File: config.mk
export PLATFORM = sky130hd
export DESIGN_NAME = rolfmobile99_alu_host_flat
export DESIGN_NICKNAME = d
export VERILOG_FILES = /design/src/rtl/rolfmobile99_alu_host_pkg.sv /design/src/rtl/rolfmobile99_alu_host_if.sv /design/src/rtl/rolfmobile99_alu_host_timer.sv /design/src/rtl/rolfmobile99_alu_host.sv /design/src/flat_wrapper.sv
export SDC_FILE = /design/constraint.sdc
export NUM_CORES = 1
export LEC_CHECK = 0
export CAP_MARGIN = 20
export CORE_ASPECT_RATIO = 1.5
export CORE_UTILIZATION = 49
export DETAILED_ROUTE_END_ITERATION = 7
export GPL_TIMING_DRIVEN = 0
export PLACE_DENSITY = 0.83
export SYNTH_ARGS = -nofsm -noshare
export SYNTH_HDL_FRONTEND = slang
export SYNTH_SLANG_ARGS = --single-unit
File: constraint.sdc
create_clock -name clk -period 2.4 [get_ports clk]
set_input_delay 0.36 -clock clk [delete_from_list [all_inputs] [get_ports clk]]
set_output_delay 0.36 -clock clk [all_outputs]
set_load 0.01 [all_outputs]
File: src/rtl/rolfmobile99_alu_host_pkg.sv
// Shared types and constants for the ALU FSM host sequencer.
package rolfmobile99_alu_pkg;

  localparam int NIB_W = 4;

  typedef logic [NIB_W-1:0] nib_t;

  typedef enum logic [2:0] {
    IDLE    = 3'd0,
    LOAD_A  = 3'd1,
    LOAD_B  = 3'd2,
    LOAD_OP = 3'd3,
    WAIT    = 3'd4,
    CAPTURE = 3'd5,
    RESP    = 3'd6
  } state_t;

  // Opcodes understood by the ALU FSM on the far side of the pins.
  localparam nib_t OP_ADD = 4'd0;
  localparam nib_t OP_SUB = 4'd1;
  localparam nib_t OP_AND = 4'd2;
  localparam nib_t OP_OR  = 4'd3;

  function automatic logic is_load(state_t s);
    return (s == LOAD_A) || (s == LOAD_B) || (s == LOAD_OP);
  endfunction

endpackage

File: src/rtl/rolfmobile99_alu_host_if.sv
// Request/response handshakes and ALU FSM pins of the host sequencer.
interface rolfmobile99_alu_host_if;
  import rolfmobile99_alu_pkg::*;

  logic req_valid;
  logic req_ready;
  nib_t req_a;
  nib_t req_b;
  nib_t req_op;
  logic rsp_valid;
  logic rsp_ready;
  nib_t rsp_alu;
  logic rsp_cout;
  logic pin_ctl;
  nib_t pin_data;
  nib_t pin_alu;
  logic pin_cout;
  logic busy;

  // The sequencer itself.
  modport slave (
    input  req_valid, req_a, req_b, req_op, rsp_ready, pin_alu, pin_cout,
    output req_ready, rsp_valid, rsp_alu, rsp_cout, pin_ctl, pin_data, busy
  );

  // Whatever drives commands and sits on the ALU pins.
  modport master (
    output req_valid, req_a, req_b, req_op, rsp_ready, pin_alu, pin_cout,
    input  req_ready, rsp_valid, rsp_alu, rsp_cout, pin_ctl, pin_data, busy
  );

endinterface

File: src/rtl/rolfmobile99_alu_host_timer.sv
// Loadable down-counter that stops at zero; times setup and wait phases.
module rolfmobile99_alu_host_timer #(
  parameter int WIDTH = 2
) (
  input  logic             clk,
  input  logic             rst_n,
  input  logic             load,
  input  logic [WIDTH-1:0] load_value,
  output logic [WIDTH-1:0] value,
  output logic             zero
);

  // Load takes priority; otherwise count down and park at zero.
  always_ff @(posedge clk or negedge rst_n) begin
    if (!rst_n) begin
      value <= '0;
    end else if (load) begin
      value <= load_value;
    end else if (value != '0) begin
      value <= value - WIDTH'(1);
    end
  end

  assign zero = (value == '0);

endmodule

File: src/rtl/rolfmobile99_alu_host.sv
// Host sequencer: serialises A, B, opcode onto the ALU FSM pins with ctl
// strobes, waits, samples alu/cout and returns them on the response port.
//
//  state   | meaning
//  IDLE    | ready for a command, pins idle
//  LOAD_A  | operand A on pin_data, setup cycles then one strobe
//  LOAD_B  | operand B on pin_data, setup cycles then one strobe
//  LOAD_OP | opcode on pin_data, setup cycles then one strobe
//  WAIT    | pins idle while the ALU FSM settles
//  CAPTURE | alu/cout registered at the end of this cycle
//  RESP    | response held until the consumer takes it
module rolfmobile99_alu_host
  import rolfmobile99_alu_pkg::*;
#(
  parameter int SETUP_CYC = 1,
  parameter int WAIT_CYC  = 2
) (
  input logic                     clk,
  input logic                     rst_n,
  rolfmobile99_alu_host_if.slave  bus
);

  localparam int MAX_CYC = (SETUP_CYC > WAIT_CYC) ? SETUP_CYC : WAIT_CYC;
  localparam int CNT_W   = (MAX_CYC > 0) ? $clog2(MAX_CYC + 1) : 1;

  // Setup phase counts SETUP_CYC..1 then strobes at 0; wait counts WAIT_CYC-1..0.
  localparam logic [CNT_W-1:0] SETUP_LD = CNT_W'(SETUP_CYC);
  localparam logic [CNT_W-1:0] WAIT_LD  = CNT_W'(WAIT_CYC - 1);
  localparam logic [CNT_W-1:0] CNT_ONE  = CNT_W'(1);

  state_t           state;
  state_t           state_next;
  nib_t             a_q;
  nib_t             b_q;
  nib_t             op_q;
  logic             accept;
  logic             timer_load;
  logic [CNT_W-1:0] timer_ld_val;
  logic [CNT_W-1:0] timer_value;
  logic             timer_zero;
  logic             ctl_next;
  nib_t             data_next;

  logic             pin_ctl_q;
  nib_t             pin_data_q;
  logic             rsp_valid_q;
  nib_t             rsp_alu_q;
  logic             rsp_cout_q;
  logic             busy_q;
  logic             req_ready_q;

  rolfmobile99_alu_host_timer #(
    .WIDTH (CNT_W)
  ) u_timer (
    .clk        (clk),
    .rst_n      (rst_n),
    .load       (timer_load),
    .load_value (timer_ld_val),
    .value      (timer_value),
    .zero       (timer_zero)
  );

  // Next-state and timer control.
  always_comb begin
    state_next   = state;
    accept       = 1'b0;
    timer_load   = 1'b0;
    timer_ld_val = SETUP_LD;
    case (state)
      IDLE: begin
        if (bus.req_valid) begin
          accept     = 1'b1;
          timer_load = 1'b1;
          state_next = LOAD_A;
        end
      end
      LOAD_A: begin
        if (timer_zero) begin
          timer_load = 1'b1;
          state_next = LOAD_B;
        end
      end
      LOAD_B: begin
        if (timer_zero) begin
          timer_load = 1'b1;
          state_next = LOAD_OP;
        end
      end
      LOAD_OP: begin
        if (timer_zero) begin
          timer_load   = 1'b1;
          timer_ld_val = WAIT_LD;
          state_next   = WAIT;
        end
      end
      WAIT: begin
        if (timer_zero) begin
          state_next = CAPTURE;
        end
      end
      CAPTURE: begin
        state_next = RESP;
      end
      RESP: begin
        if (bus.rsp_ready) begin
          state_next = IDLE;
        end
      end
      default: begin
        state_next = IDLE;
      end
    endcase
  end

  // Pin values for the coming cycle, so the pins themselves come straight
  // from flops. The strobe cycle is the one where the counter has just hit 0.
  always_comb begin
    ctl_next  = is_load(state_next) && !timer_load && (timer_value == CNT_ONE);
    data_next = '0;
    case (state_next)
      LOAD_A:  data_next = accept ? bus.req_a : a_q;
      LOAD_B:  data_next = b_q;
      LOAD_OP: data_next = op_q;
      default: data_next = '0;
    endcase
  end

  // State, command and output registers.
  always_ff @(posedge clk or negedge rst_n) begin
    if (!rst_n) begin
      state       <= IDLE;
      a_q         <= '0;
      b_q         <= '0;
      op_q        <= '0;
      pin_ctl_q   <= 1'b0;
      pin_data_q  <= '0;
      rsp_valid_q <= 1'b0;
      rsp_alu_q   <= '0;
      rsp_cout_q  <= 1'b0;
      busy_q      <= 1'b0;
      req_ready_q <= 1'b1;
    end else begin
      state       <= state_next;
      pin_ctl_q   <= ctl_next;
      pin_data_q  <= data_next;
      rsp_valid_q <= (state_next == RESP);
      busy_q      <= (state_next != IDLE);
      req_ready_q <= (state_next == IDLE);
      if (accept) begin
        a_q  <= bus.req_a;
        b_q  <= bus.req_b;
        op_q <= bus.req_op;
      end
      if (state == CAPTURE) begin
        rsp_alu_q  <= bus.pin_alu;
        rsp_cout_q <= bus.pin_cout;
      end
    end
  end

  assign bus.pin_ctl   = pin_ctl_q;
  assign bus.pin_data  = pin_data_q;
  assign bus.rsp_valid = rsp_valid_q;
  assign bus.rsp_alu   = rsp_alu_q;
  assign bus.rsp_cout  = rsp_cout_q;
  assign bus.busy      = busy_q;
  assign bus.req_ready = req_ready_q;

endmodule
File: src/flat_wrapper.sv
// flat-port wrapper written by rule: the top's interface ports become plain ports
module rolfmobile99_alu_host_flat import rolfmobile99_alu_pkg::*;
#(
  parameter int SETUP_CYC = 1,
  parameter int WAIT_CYC  = 2
)
  (clk, rst_n, bus_req_valid, bus_req_a, bus_req_b, bus_req_op, bus_rsp_ready, bus_pin_alu, bus_pin_cout, bus_req_ready, bus_rsp_valid, bus_rsp_alu, bus_rsp_cout, bus_pin_ctl, bus_pin_data, bus_busy);
  rolfmobile99_alu_host_if bus_i ();
  input logic clk;
  input logic rst_n;
  input wire logic [$bits(bus_i.req_valid)-1:0] bus_req_valid;
  input wire logic [$bits(bus_i.req_a)-1:0] bus_req_a;
  input wire logic [$bits(bus_i.req_b)-1:0] bus_req_b;
  input wire logic [$bits(bus_i.req_op)-1:0] bus_req_op;
  input wire logic [$bits(bus_i.rsp_ready)-1:0] bus_rsp_ready;
  input wire logic [$bits(bus_i.pin_alu)-1:0] bus_pin_alu;
  input wire logic [$bits(bus_i.pin_cout)-1:0] bus_pin_cout;
  output wire logic [$bits(bus_i.req_ready)-1:0] bus_req_ready;
  output wire logic [$bits(bus_i.rsp_valid)-1:0] bus_rsp_valid;
  output wire logic [$bits(bus_i.rsp_alu)-1:0] bus_rsp_alu;
  output wire logic [$bits(bus_i.rsp_cout)-1:0] bus_rsp_cout;
  output wire logic [$bits(bus_i.pin_ctl)-1:0] bus_pin_ctl;
  output wire logic [$bits(bus_i.pin_data)-1:0] bus_pin_data;
  output wire logic [$bits(bus_i.busy)-1:0] bus_busy;
  assign bus_i.req_valid = bus_req_valid;
  assign bus_i.req_a = bus_req_a;
  assign bus_i.req_b = bus_req_b;
  assign bus_i.req_op = bus_req_op;
  assign bus_i.rsp_ready = bus_rsp_ready;
  assign bus_i.pin_alu = bus_pin_alu;
  assign bus_i.pin_cout = bus_pin_cout;
  assign bus_req_ready = bus_i.req_ready;
  assign bus_rsp_valid = bus_i.rsp_valid;
  assign bus_rsp_alu = bus_i.rsp_alu;
  assign bus_rsp_cout = bus_i.rsp_cout;
  assign bus_pin_ctl = bus_i.pin_ctl;
  assign bus_pin_data = bus_i.pin_data;
  assign bus_busy = bus_i.busy;
  rolfmobile99_alu_host #(.SETUP_CYC(SETUP_CYC), .WAIT_CYC(WAIT_CYC)) u_core (.clk(clk), .rst_n(rst_n), .bus(bus_i));
endmodule
==> impl_metrics.csv, run 1 <==
group,metric,value,unit
placement,pre_cts_ws,0.459,ns
sta,worst_slew_pin_slew,0.686,ns
sta,slew_headroom,54.1,%
worst_setup_path,cp-start-kind,"flop",
hold_path,worstHoldPathType,"in2async",
yosys,synth_cell_type_count,31,
layout,fillCellCount,205,
worst_setup_path,reg2regPathDepth,4,
yosys,yosysMostFrequentCell,"dfrtp_1",
routing,wire_per_inst,13.7,um
worst_setup_path,critical_path_class,"reg2out",
global_routing,grt_start_max_net_pins,17,
run_status,run_status,"finished clean",
yosys,yosys_most_used_dff,"dfrtp_1",
clock_tree,clkTransAtPathRegs,0.09,ns
global_routing,grt_pass1_vias,1035,
sta,fin_crit,1.73,ns
yosys,synth_edf_count,0,
die,core_area,0.00253,mm2
routing,firstDrtPassIters,4,
clock_tree,holdBufCountCts,0,
yosys,yosysSeqAreaShare,55.9,%
routing,drt_iter0_markers,11,
yosys,ys_async_sr_fraction,100,%
worst_setup_path,crit_fanout,1,
die,rows,22,
yosys,synthSimpleGateAreaFrac,13.0,%
worst_setup_path,required,2.04,ns
worst_setup_path,endpoint_kind,"primary output",
clock_tree,ctsResizeCount,0,
clock_tree,clock_latency,0.33,ns
yosys,avgSynthCellArea,11.5,um2
placement,post-dp-hpwl,2030,um
die,die_w,44.8,um
global_routing,overflow,0,
yosys,netlist_area,0.00135,mm2
power_and_ir_drop,p_leak,0.784,nW
sta,setup_ws,0.666,ns
global_routing,track_usage,22.2,%
worst_setup_path,r2r-end,"u_core.bus.pin_data[3]",
clock_tree,cts_setup_buffers,0,
clock_tree,cts_max_path_buffers,2,
sta,rsz0062_at_grt,"no",
layout,fin_nets,181,
yosys,yosysTopAreaCellShare,53.9,%
layout,syn_to_final_growth,34.8,%
sta,setup_tns,0,ns
layout,antenna_cells_inserted,0,
worst_setup_path,crit_family,"flip-flops",
yosys,synth_commonest_cells,"29 x dfrtp_1, 11 x inv_1, 9 x mux2_2",
sta,fin_crit_sh,72.2,%
power_and_ir_drop,worst_ir_drop_vdd,0.677,mV
sta,hold_viol,0,
yosys,synth_top_area_cell,"dfrtp_1",
worst_setup_path,cp.arrival,1.37,ns
layout,fin_area,0.00181,mm2
routing,routed_wirelength,2670,um
sta,drv_slew,0,
die,io_pins,34,
worst_setup_path,r2r_setup_slack,0.87,ns
sta,fmax,577,MHz
routing,post-route-drc-count,0,
global_routing,grt_pass1_wl,4570,um
routing,num_vias,1030,
die,dieArea,0.00297,mm2
clock_tree,cts_root_buf,"clkbuf_4",
worst_setup_path,path_cells,"clkdlybuf4s50_1",
layout,drive_above_1_share,18.9,%
placement,portBuffers,33,
sta,finalClockSkew,0.00772,ns
worst_setup_path,cp_num_buf_inv,1,
routing,vias_per_cell,5.28,
layout,ff_latch_area,752,um2
yosys,synth.area.top_cells,"dfrtp_1 54%, mux2_2 7.5%, inv_1 3.1%",
layout,final_core_util,71.6,%
yosys,synthCells,117,
worst_setup_path,cp_slowest_cell,"dfstp_2",
yosys,synth_top_family_by_area,"simple AND/OR/NAND/NOR gates",
yosys,yosysWarnings,0,
yosys,synthesis.nets,140,
placement,globalplace.congestion,0.843,
run,maxCapViolCount,0,
yosys,synthXorXnorAreaFrac,0.651,%
clock_tree,htreeDepth,2,
global_routing,antenna_found_initial,0,
yosys,synth_seq_cells,30,
yosys,synth_fa_ha_area_share,1.86,%
power_and_ir_drop,powerDensity,1290,mW/mm2
yosys,muxShareOfSynthArea,10.5,%
layout,multi_input_area,518,um2
worst_setup_path,r2r_start,"u_core.state[0]",
sta,finalSetupViolations,0,
die,start_util,53.2,%
clock_tree,cts_tree,"yes",
worst_setup_path,cp_slowest_stage_delay,0.52,ns
clock_tree,numCtsBuffers,5,
clock_tree,clock-sinks,30,
placement,place_area,0.00174,mm2
die,dieHeight,66.2,um
yosys,synth-compound-area-share,12.5,%
routing,detail-route-antenna-nets,0,
==> cells in the final DEF (no fill, tap or decap), types with 2 or more instances in the layout <==
master / Yosys / routed
a21oi_1: 3 / 3
buf_2: 4 / 4
buf_4: 2 / 2
clkbuf_4: 0 / 5
clkdlybuf4s50_1: 0 / 33
clkinv_2: 0 / 2
dfrtp_1: 29 / 29
ha_1: 2 / 2
inv_1: 11 / 11
mux2_2: 9 / 9
mux2i_1: 4 / 4
nand2_1: 7 / 7
nand2b_1: 3 / 3
nand3_1: 4 / 4
nor2_1: 7 / 7
nor2b_1: 4 / 4
nor4b_2: 2 / 2
o211ai_1: 3 / 3
o21ai_0: 6 / 6
o221ai_1: 3 / 3
==> final cells by class <==
| class | count | share of cell area (%) |
|---|---|---|
| inverters | 11 | 2.28 |
| multi-input cells | 70 | 28.6 |
| clock inverters | 3 | 2.21 |
| flip-flops and latches | 30 | 41.4 |
| clock buffers | 5 | 2.07 |
| repair buffers | 34 | 19.0 |
| well taps | 36 | 2.48 |
| plain buffers | 6 | 1.93 |
==> registers in the layout, summed over array words and instances, names as in the netlist <==
| signal | cells |
|---|---|
| u_core.a_q | 4 |
| u_core.b_q | 4 |
| u_core.bus.busy | 1 |
| u_core.bus.pin_ctl | 1 |
| u_core.bus.pin_data | 4 |
| u_core.bus.req_ready | 1 |
| u_core.bus.rsp_alu | 4 |
| u_core.bus.rsp_cout | 1 |
| u_core.bus.rsp_valid | 1 |
| u_core.op_q | 4 |
| u_core.state | 3 |
| u_core.u_timer.value | 2 |
==> worst max-delay path by stage <==
stage                               from  cells past startpoint  slack [ns]                endpoint
floorplan                u_core.state[0]                      4        1.05  u_core.bus.pin_data[0]
CTS                 u_core.bus.req_ready                      1        0.65           bus_req_ready
global route        u_core.bus.req_ready                      1        0.62           bus_req_ready
detailed placement         bus_req_valid                      5        0.46  u_core.bus.pin_data[3]
global placement           bus_req_valid                      5        0.52  u_core.bus.pin_data[1]
finish              u_core.bus.req_ready                      1        0.67           bus_req_ready
==> where the power goes <==
group / internal (W) / switching, W / total (W)
registers: 0.000752 / 0.000117 / 0.000869
clock network: 0.000216 / 0.000171 / 0.000387
logic: 0.000551 / 0.000542 / 0.00109
total: 0.00152 / 0.000831 / 0.00235
==> through the flow <==
step	total power, W	hold WS [ns]	instances
after detailed placement	0.00198	0.477	187
final	0.00235	0.435	195
after floorplan	0.00158	0.0644	117
after global routing	0.00253	0.470	195
after global placement	0.00191	0.476	186
after CTS	0.00237	0.446	195
==> per-layer routing <==
metal	GRT usage, %	part of all wire (%)	up-vias	routed length (um)
li1	-	-	490	-
met2	37.9	53	31	1410
met5	0	0	-	0
met3	7.38	4.9	10	131
met4	11.7	3.0	0	80
met1	23.4	39	499	1050
==> logic make-up (layout without fill, tap and decap cells) <==
family          count (synthesis)  after routing
fa+ha+maj                       2              2
compound gates                 23             23
simple gates                   31             31
buf+inv                        17             59
flops                          30             30
xor+xnor                        1              1
mux                            13             13
No activity file was read; power rests on OpenSTA's default activity.
==> run 2, diff against run 1 <==
CORE_UTILIZATION = 43   (was 49)
PLACE_DENSITY = 0.77   (was 0.83)
clock period = 1.46 ns   (was 2.4 ns; I/O delays follow)
==> run 2 against run 1 <==
The run now ends with setup timing left. Utilization fell by 4.0 points. Die area up 13%. Critical path depth grew 3. Design area rose by 9.8%. Clock skew fell by 0.0032 ns. Routed wire length increased by 23%. Worst hold slack worse by 0.15 ns. Setup slack got worse by 0.73 ns. Sequential share of layout area is 3.6 points lower. Register-to-register slack worse by 0.93 ns. Via count up 1.8%. Largest power group unchanged.
==> impl_metrics.csv, run 2 (synthesis gave the netlist of run 1 again) <==
group,metric,value,unit
clock_tree,cts_root_buf,"clkbuf_8",
clock_tree,clock-sinks,30,
die,rows,24,
sta,worst_slew_pin_slew,0.548,ns
routing,routed_wirelength,3290,um
clock_tree,cts_max_path_buffers,2,
power_and_ir_drop,pwr-share-clk,15.6,%
placement,globalplace.congestion,0.775,
worst_setup_path,path_cells,"nor4b_4 -> buf_6 -> mux2i_4 -> o221ai_1",
layout,final_common_cell,"clkdlybuf4s50_1",
die,dieArea,0.00336,mm2
layout,syn_to_final_growth,48.0,%
worst_setup_path,endpoint_kind,"flop",
worst_setup_path,required,1.61,ns
die,start_util,45.7,%
run,maxCapViolCount,0,
global_routing,grt_pass1_vias,1033,
sta,drv_slew,0,
global_routing,antenna_found_initial,0,
die,io_pins,34,
routing,num_vias,1049,
clock_tree,holdBufCountCts,0,
power_and_ir_drop,p_leak,0.850,nW
worst_setup_path,critical_path_class,"reg2reg",
worst_setup_path,cp_slowest_cell,"dfrtp_1",
layout,fin_nets,186,
sta,fin_crit_sh,104,%
placement,post-dp-hpwl,2120,um
die,core_area,0.00294,mm2
layout,final_core_util,67.7,%
sta,rsz0062_at_grt,"yes",
worst_setup_path,r2r_start,"u_core.state[0]",
worst_setup_path,cp.arrival,1.67,ns
clock_tree,htreeDepth,2,
clock_tree,clock_latency,0.29,ns
worst_setup_path,cp_slowest_stage_delay,0.43,ns
layout,drive_above_1_share,26.2,%
sta,fin_crit,1.52,ns
routing,wire_per_inst,16.2,um
placement,portBuffers,33,
layout,antenna_cells_inserted,0,
power_and_ir_drop,powerDensity,2200,mW/mm2
clock_tree,clkTransAtPathRegs,0.06,ns
sta,slew_headroom,63.4,%
die,dieHeight,70.5,um
sta,finalSetupViolations,7,
routing,post-route-drc-count,0,
sta,finalClockSkew,0.00456,ns
run_status,run_status,"finished with violations",
power_and_ir_drop,swShare,36.5,%
worst_setup_path,cp_num_buf_inv,1,
power_and_ir_drop,worst_ir_drop_vdd,0.909,mV
worst_setup_path,r2r-end,"u_core.bus.pin_data[1]",
power_and_ir_drop,seq_power_share,34.0,%
global_routing,overflow,0,
run_status,violations,"setup timing",
routing,vias_per_cell,5.17,
power_and_ir_drop,p_int,0.00278,W
worst_setup_path,cp-start-kind,"flop",
sta,hold_viol,0,
hold_path,worstHoldPathType,"in2async",
routing,firstDrtPassIters,2,
sta,setup_tns,-0.170,ns
global_routing,grt_start_max_net_pins,22,
worst_setup_path,r2r_setup_slack,-0.06,ns
global_routing,grt_pass1_wl,4840,um
sta,fmax,656,MHz
global_routing,track_usage,21.2,%
layout,final_cell_mix,"32 x clkdlybuf4s50_1, 28 x dfrtp_1, 11 x inv_1",
clock_tree,numCtsBuffers,5,
worst_setup_path,crit_fanout,8,
sta,setup_ws,-0.0648,ns
power_and_ir_drop,power.switching,0.00160,W
die,die_w,47.7,um
worst_setup_path,reg2regPathDepth,4,
power_and_ir_drop,pwr-share-comb,50.4,%
clock_tree,cts_tree,"yes",
routing,detail-route-antenna-nets,0,
routing,drt_iter0_markers,14,
worst_setup_path,crit_family,"flip-flops",
## run 2: layout make-up
cell class | instances | area (um2)
plain buffers | 6 | 43.8
repair buffers | 39 | 402
well taps | 39 | 48.8
inverters | 11 | 41.3
clock buffers | 7 | 86.3
flip-flops and latches | 30 | 753
multi-input cells | 70 | 612
clock inverters | 1 | 5.00
fillers | 235 | 951
## run 2: through the flow
stage | cells | instance area [um2] | hold WS, ns | setup WS, ns | total power [W]
finish | 203 | 1990 | 0.289 | -0.0648 | 0.00438
global route | 203 | 1990 | 0.303 | -0.136 | 0.00469
CTS | 200 | 1880 | 0.297 | -0.0625 | 0.00404
detailed placement | 190 | 1750 | 0.466 | -0.341 | 0.00325
global placement | 189 | 1730 | 0.469 | -0.295 | 0.00316
floorplan | 117 | 1350 | -0.0766 | 0.113 | 0.00260
## run 2: power by group through the flow
stage / registers [W] / clock network (W) / logic (W)
after floorplan: 0.00148 / 0 / 0.00111
after global placement: 0.00143 / 0 / 0.00173
after detailed placement: 0.00144 / 0 / 0.00181
after CTS: 0.00144 / 0.000694 / 0.00191
after global routing: 0.00153 / 0.000743 / 0.00242
final: 0.00149 / 0.000682 / 0.00221
## run 2: how the worst max path moves through the flow
stage	from	end	slack (ns)	depth (start not counted)
floorplan	u_core.state[0]	u_core.bus.pin_data[0]	0.11	4
finish	u_core.state[0]	u_core.bus.pin_data[1]	-0.06	4
global route	u_core.state[0]	u_core.bus.pin_data[1]	-0.14	4
global placement	bus_req_valid	u_core.bus.pin_data[1]	-0.29	5
CTS	u_core.state[0]	u_core.bus.pin_data[2]	-0.06	4
detailed placement	bus_req_valid	u_core.bus.pin_data[1]	-0.34	5
## run 2: timing repair
action | CTS | global route
pin swaps | 0 | 3
endpoints found under the hold margin | 0 | 0
resized for setup | 7 | 17
endpoints found under the setup margin | 6 | 13
buffers inserted | 2 | 3
## run 2: routing by layer
metal  part of all wire, %  GRT usage (%)  up-vias
met3                   5.7           6.89       13
met2                    54           34.8       29
li1                      -              -      492
met1                    36           23.2      515
met4                   3.8           10.2        0
met5                     0              0        -
## run 2: worst reg2reg max path, cell delays in order (launching register included)
cell and delay (ns):
dfrtp_1 0.43, nor4b_4 0.30, buf_6 0.22, mux2i_4 0.29
o221ai_1 0.15
==> run 3, diff against run 2 <==
CORE_MARGIN = 1.5   (was not set)
PLACE_DENSITY = 0.74   (was 0.77)
==> run 3 against run 2 <==
Sequential share of layout area decreased by 0.45 points. Total power increased by 1.4%. First-iteration DRC count increased by 57%. Global-route usage decreased by 1.9 points. Sequential power about the same. Critical endpoint is now u_core.a_q[2]. Non-clock buffer count unchanged. Flip-flop and latch count unchanged. The run still ends with setup timing left.
==> impl_metrics.csv, run 3 (synthesis gave the netlist of run 1 again) <==
group,metric,value,unit
run_status,run_status,"finished with violations",
run_status,violations,"setup timing",
global_routing,grt_start_max_net_pins,17,
routing,post-route-drc-count,0,
worst_setup_path,crit_fanout,8,
die,dieHeight,71.5,um
sta,setup_ws,-0.0860,ns
clock_tree,htreeDepth,2,
die,io_pins,34,
sta,setup_tns,-0.460,ns
global_routing,met1_usage,20.8,%
layout,fin_nets,186,
hold_path,worstHoldPathType,"in2async",
power_and_ir_drop,swShare,36.3,%
worst_setup_path,cp_slowest_stage_delay,0.43,ns
run,maxCapViolCount,0,
routing,routed_wirelength,3130,um
routing,detail-route-antenna-nets,0,
sta,fin_crit,1.55,ns
sta,drv_slew,0,
clock_tree,clock_latency,0.28,ns
sta,finalSetupViolations,8,
placement,portBuffers,33,
die,start_util,45.7,%
worst_setup_path,reg2regPathDepth,5,
worst_setup_path,endpoint_kind,"flop",
worst_setup_path,path_cells,"nor4b_4 -> buf_6 -> mux2i_4 -> buf_4 -> inv_1",
routing,num_vias,1084,
sta,finalClockSkew,0.00570,ns
power_and_ir_drop,p_leak,0.852,nW
power_and_ir_drop,pwr-share-clk,15.3,%
die,core_area,0.00294,mm2
placement,place_area,0.00175,mm2
global_routing,grtUsageMet3,5.83,%
worst_setup_path,r2r-end,"u_core.a_q[2]",
sta,fmax,647,MHz
power_and_ir_drop,p_int,0.00283,W
global_routing,grt_pass1_wl,5060,um
power_and_ir_drop,powerDensity,2200,mW/mm2
worst_setup_path,critical_path_class,"reg2reg",
worst_setup_path,cp_slowest_cell,"dfrtp_2",
die,rows,24,
global_routing,top_usage_layer,"met2",
layout,antenna_cells_inserted,0,
clock_tree,cts_root_buf,"clkbuf_8",
worst_setup_path,crit_end,"u_core.a_q[2]",
layout,final_common_cell,"clkdlybuf4s50_1",
routing,firstDrtPassIters,4,
power_and_ir_drop,worst_ir_drop_vdd,1.30,mV
sta,fin_crit_sh,106,%
worst_setup_path,crit_path_start,"u_core.state[2]",
clock_tree,clock-sinks,30,
power_and_ir_drop,pwr-share-comb,51.7,%
placement,dp_cells,190,
placement,post-dp-hpwl,2070,um
sta,worst_slew_pin_slew,0.778,ns
worst_setup_path,r2r_start,"u_core.state[2]",
worst_setup_path,required,1.64,ns
global_routing,antenna_found_initial,0,
sta,hold_viol,0,
power_and_ir_drop,seq_power_share,33.0,%
layout,fin_area,0.00202,mm2
die,die_w,48.7,um
global_routing,overflow,0,
clock_tree,numCtsBuffers,5,
placement,globalplace.congestion,0.799,
routing,vias_per_cell,5.34,
clock_tree,cts_max_path_buffers,2,
worst_setup_path,cp.arrival,1.73,ns
global_routing,grt_util_met2,33.9,%
routing,drt_iter0_markers,22,
global_routing,grt_pass1_vias,1119,
routing,wire_per_inst,15.4,um
power_and_ir_drop,power.switching,0.00161,W
global_routing,track_usage,19.3,%
sta,slew_headroom,48.0,%
worst_setup_path,cp-start-kind,"flop",
layout,syn_to_final_growth,49.7,%
sta,rsz0062_at_grt,"yes",
clock_tree,clkTransAtPathRegs,0.06,ns
layout,final_cell_mix,"32 x clkdlybuf4s50_1, 28 x dfrtp_1, 11 x inv_1",
layout,final_cell_count_no_fill,203,
worst_setup_path,r2r_setup_slack,-0.09,ns
die,dieArea,0.00348,mm2
clock_tree,cts_tree,"yes",
layout,drive_above_1_share,26.8,%
run 3: cell count changes in the layout (fill, tap and decap cells not counted):
cell / change
mux2i_2: -1
mux2i_4: +1
nand2_2: +1
buf_6: +2
buf_4: -2
clkbuf_1: +1
o221ai_2: +1
o221ai_1: -1
clkinv_2: -1
nand2_1: -1
run 3: routing by layer:
| layer | up-vias | routed length [um] |
|---|---|---|
| met1 | 537 | 1170 |
| met3 | 8 | 191 |
| met4 | 0 | 74 |
| li1 | 496 | - |
| met2 | 43 | 1700 |
| met5 | - | 0 |
run 3: what timing repair did:
| action | in CTS | in global routing |
|---|---|---|
| resized for setup | 8 | 21 |
| endpoints found under the setup margin | 5 | 21 |
| pin swaps | 0 | 5 |
| hold buffers | 0 | 0 |
| setup buffers | 3 | 2 |
run 3: worst min path at each step:
stage | from | end | slack [ns] | cells after the start
after floorplan | rst_n | u_core.a_q[0] | -0.08 | 0
after global placement | u_core.a_q[3] | u_core.a_q[3] | 0.48 | 2
after detailed placement | u_core.a_q[3] | u_core.a_q[3] | 0.48 | 2
after CTS | rst_n | u_core.a_q[1] | 0.40 | 1
after global routing | rst_n | u_core.a_q[1] | 0.45 | 1
final | rst_n | u_core.a_q[1] | 0.39 | 1
run 3: per-stage QoR:
stage / utilization (%) / hold slack, ns / worst slack, ns / total power [W]
finish: 68.5 / 0.390 / -0.0860 / 0.00444
floorplan: - / -0.0766 / 0.113 / 0.00260
detailed placement: 59.6 / 0.480 / -0.316 / 0.00325
CTS: 64.1 / 0.402 / -0.0592 / 0.00406
global placement: 58.6 / 0.477 / -0.297 / 0.00317
global route: 68.5 / 0.455 / -0.142 / 0.00475
run 3: area by class of cell:
cell class | count | area, um2
Buffer | 6 | 47.5
Sequential cell | 30 | 753
Clock buffer | 8 | 90.1
Multi-Input combinational cell | 70 | 629
Timing Repair Buffer | 39 | 405
Inverter | 11 | 41.3
Tap cell | 39 | 48.8
Fill cell | 226 | 927
run 3: power groups by stage:
stage,clock network [W],registers (W),logic (W)
final,0.000679,0.00147,0.00230
after global routing,0.000731,0.00150,0.00252
after CTS,0.000694,0.00144,0.00193
after detailed placement,0,0.00144,0.00181
after global placement,0,0.00142,0.00175
after floorplan,0,0.00148,0.00111
run 3: worst max-delay path, delay by kind of cell (launching register included):
family | cells | cell delay (ns)
flops | 1 | 0.43
buf+inv | 3 | 0.40
simple gates | 1 | 0.32
mux | 1 | 0.29
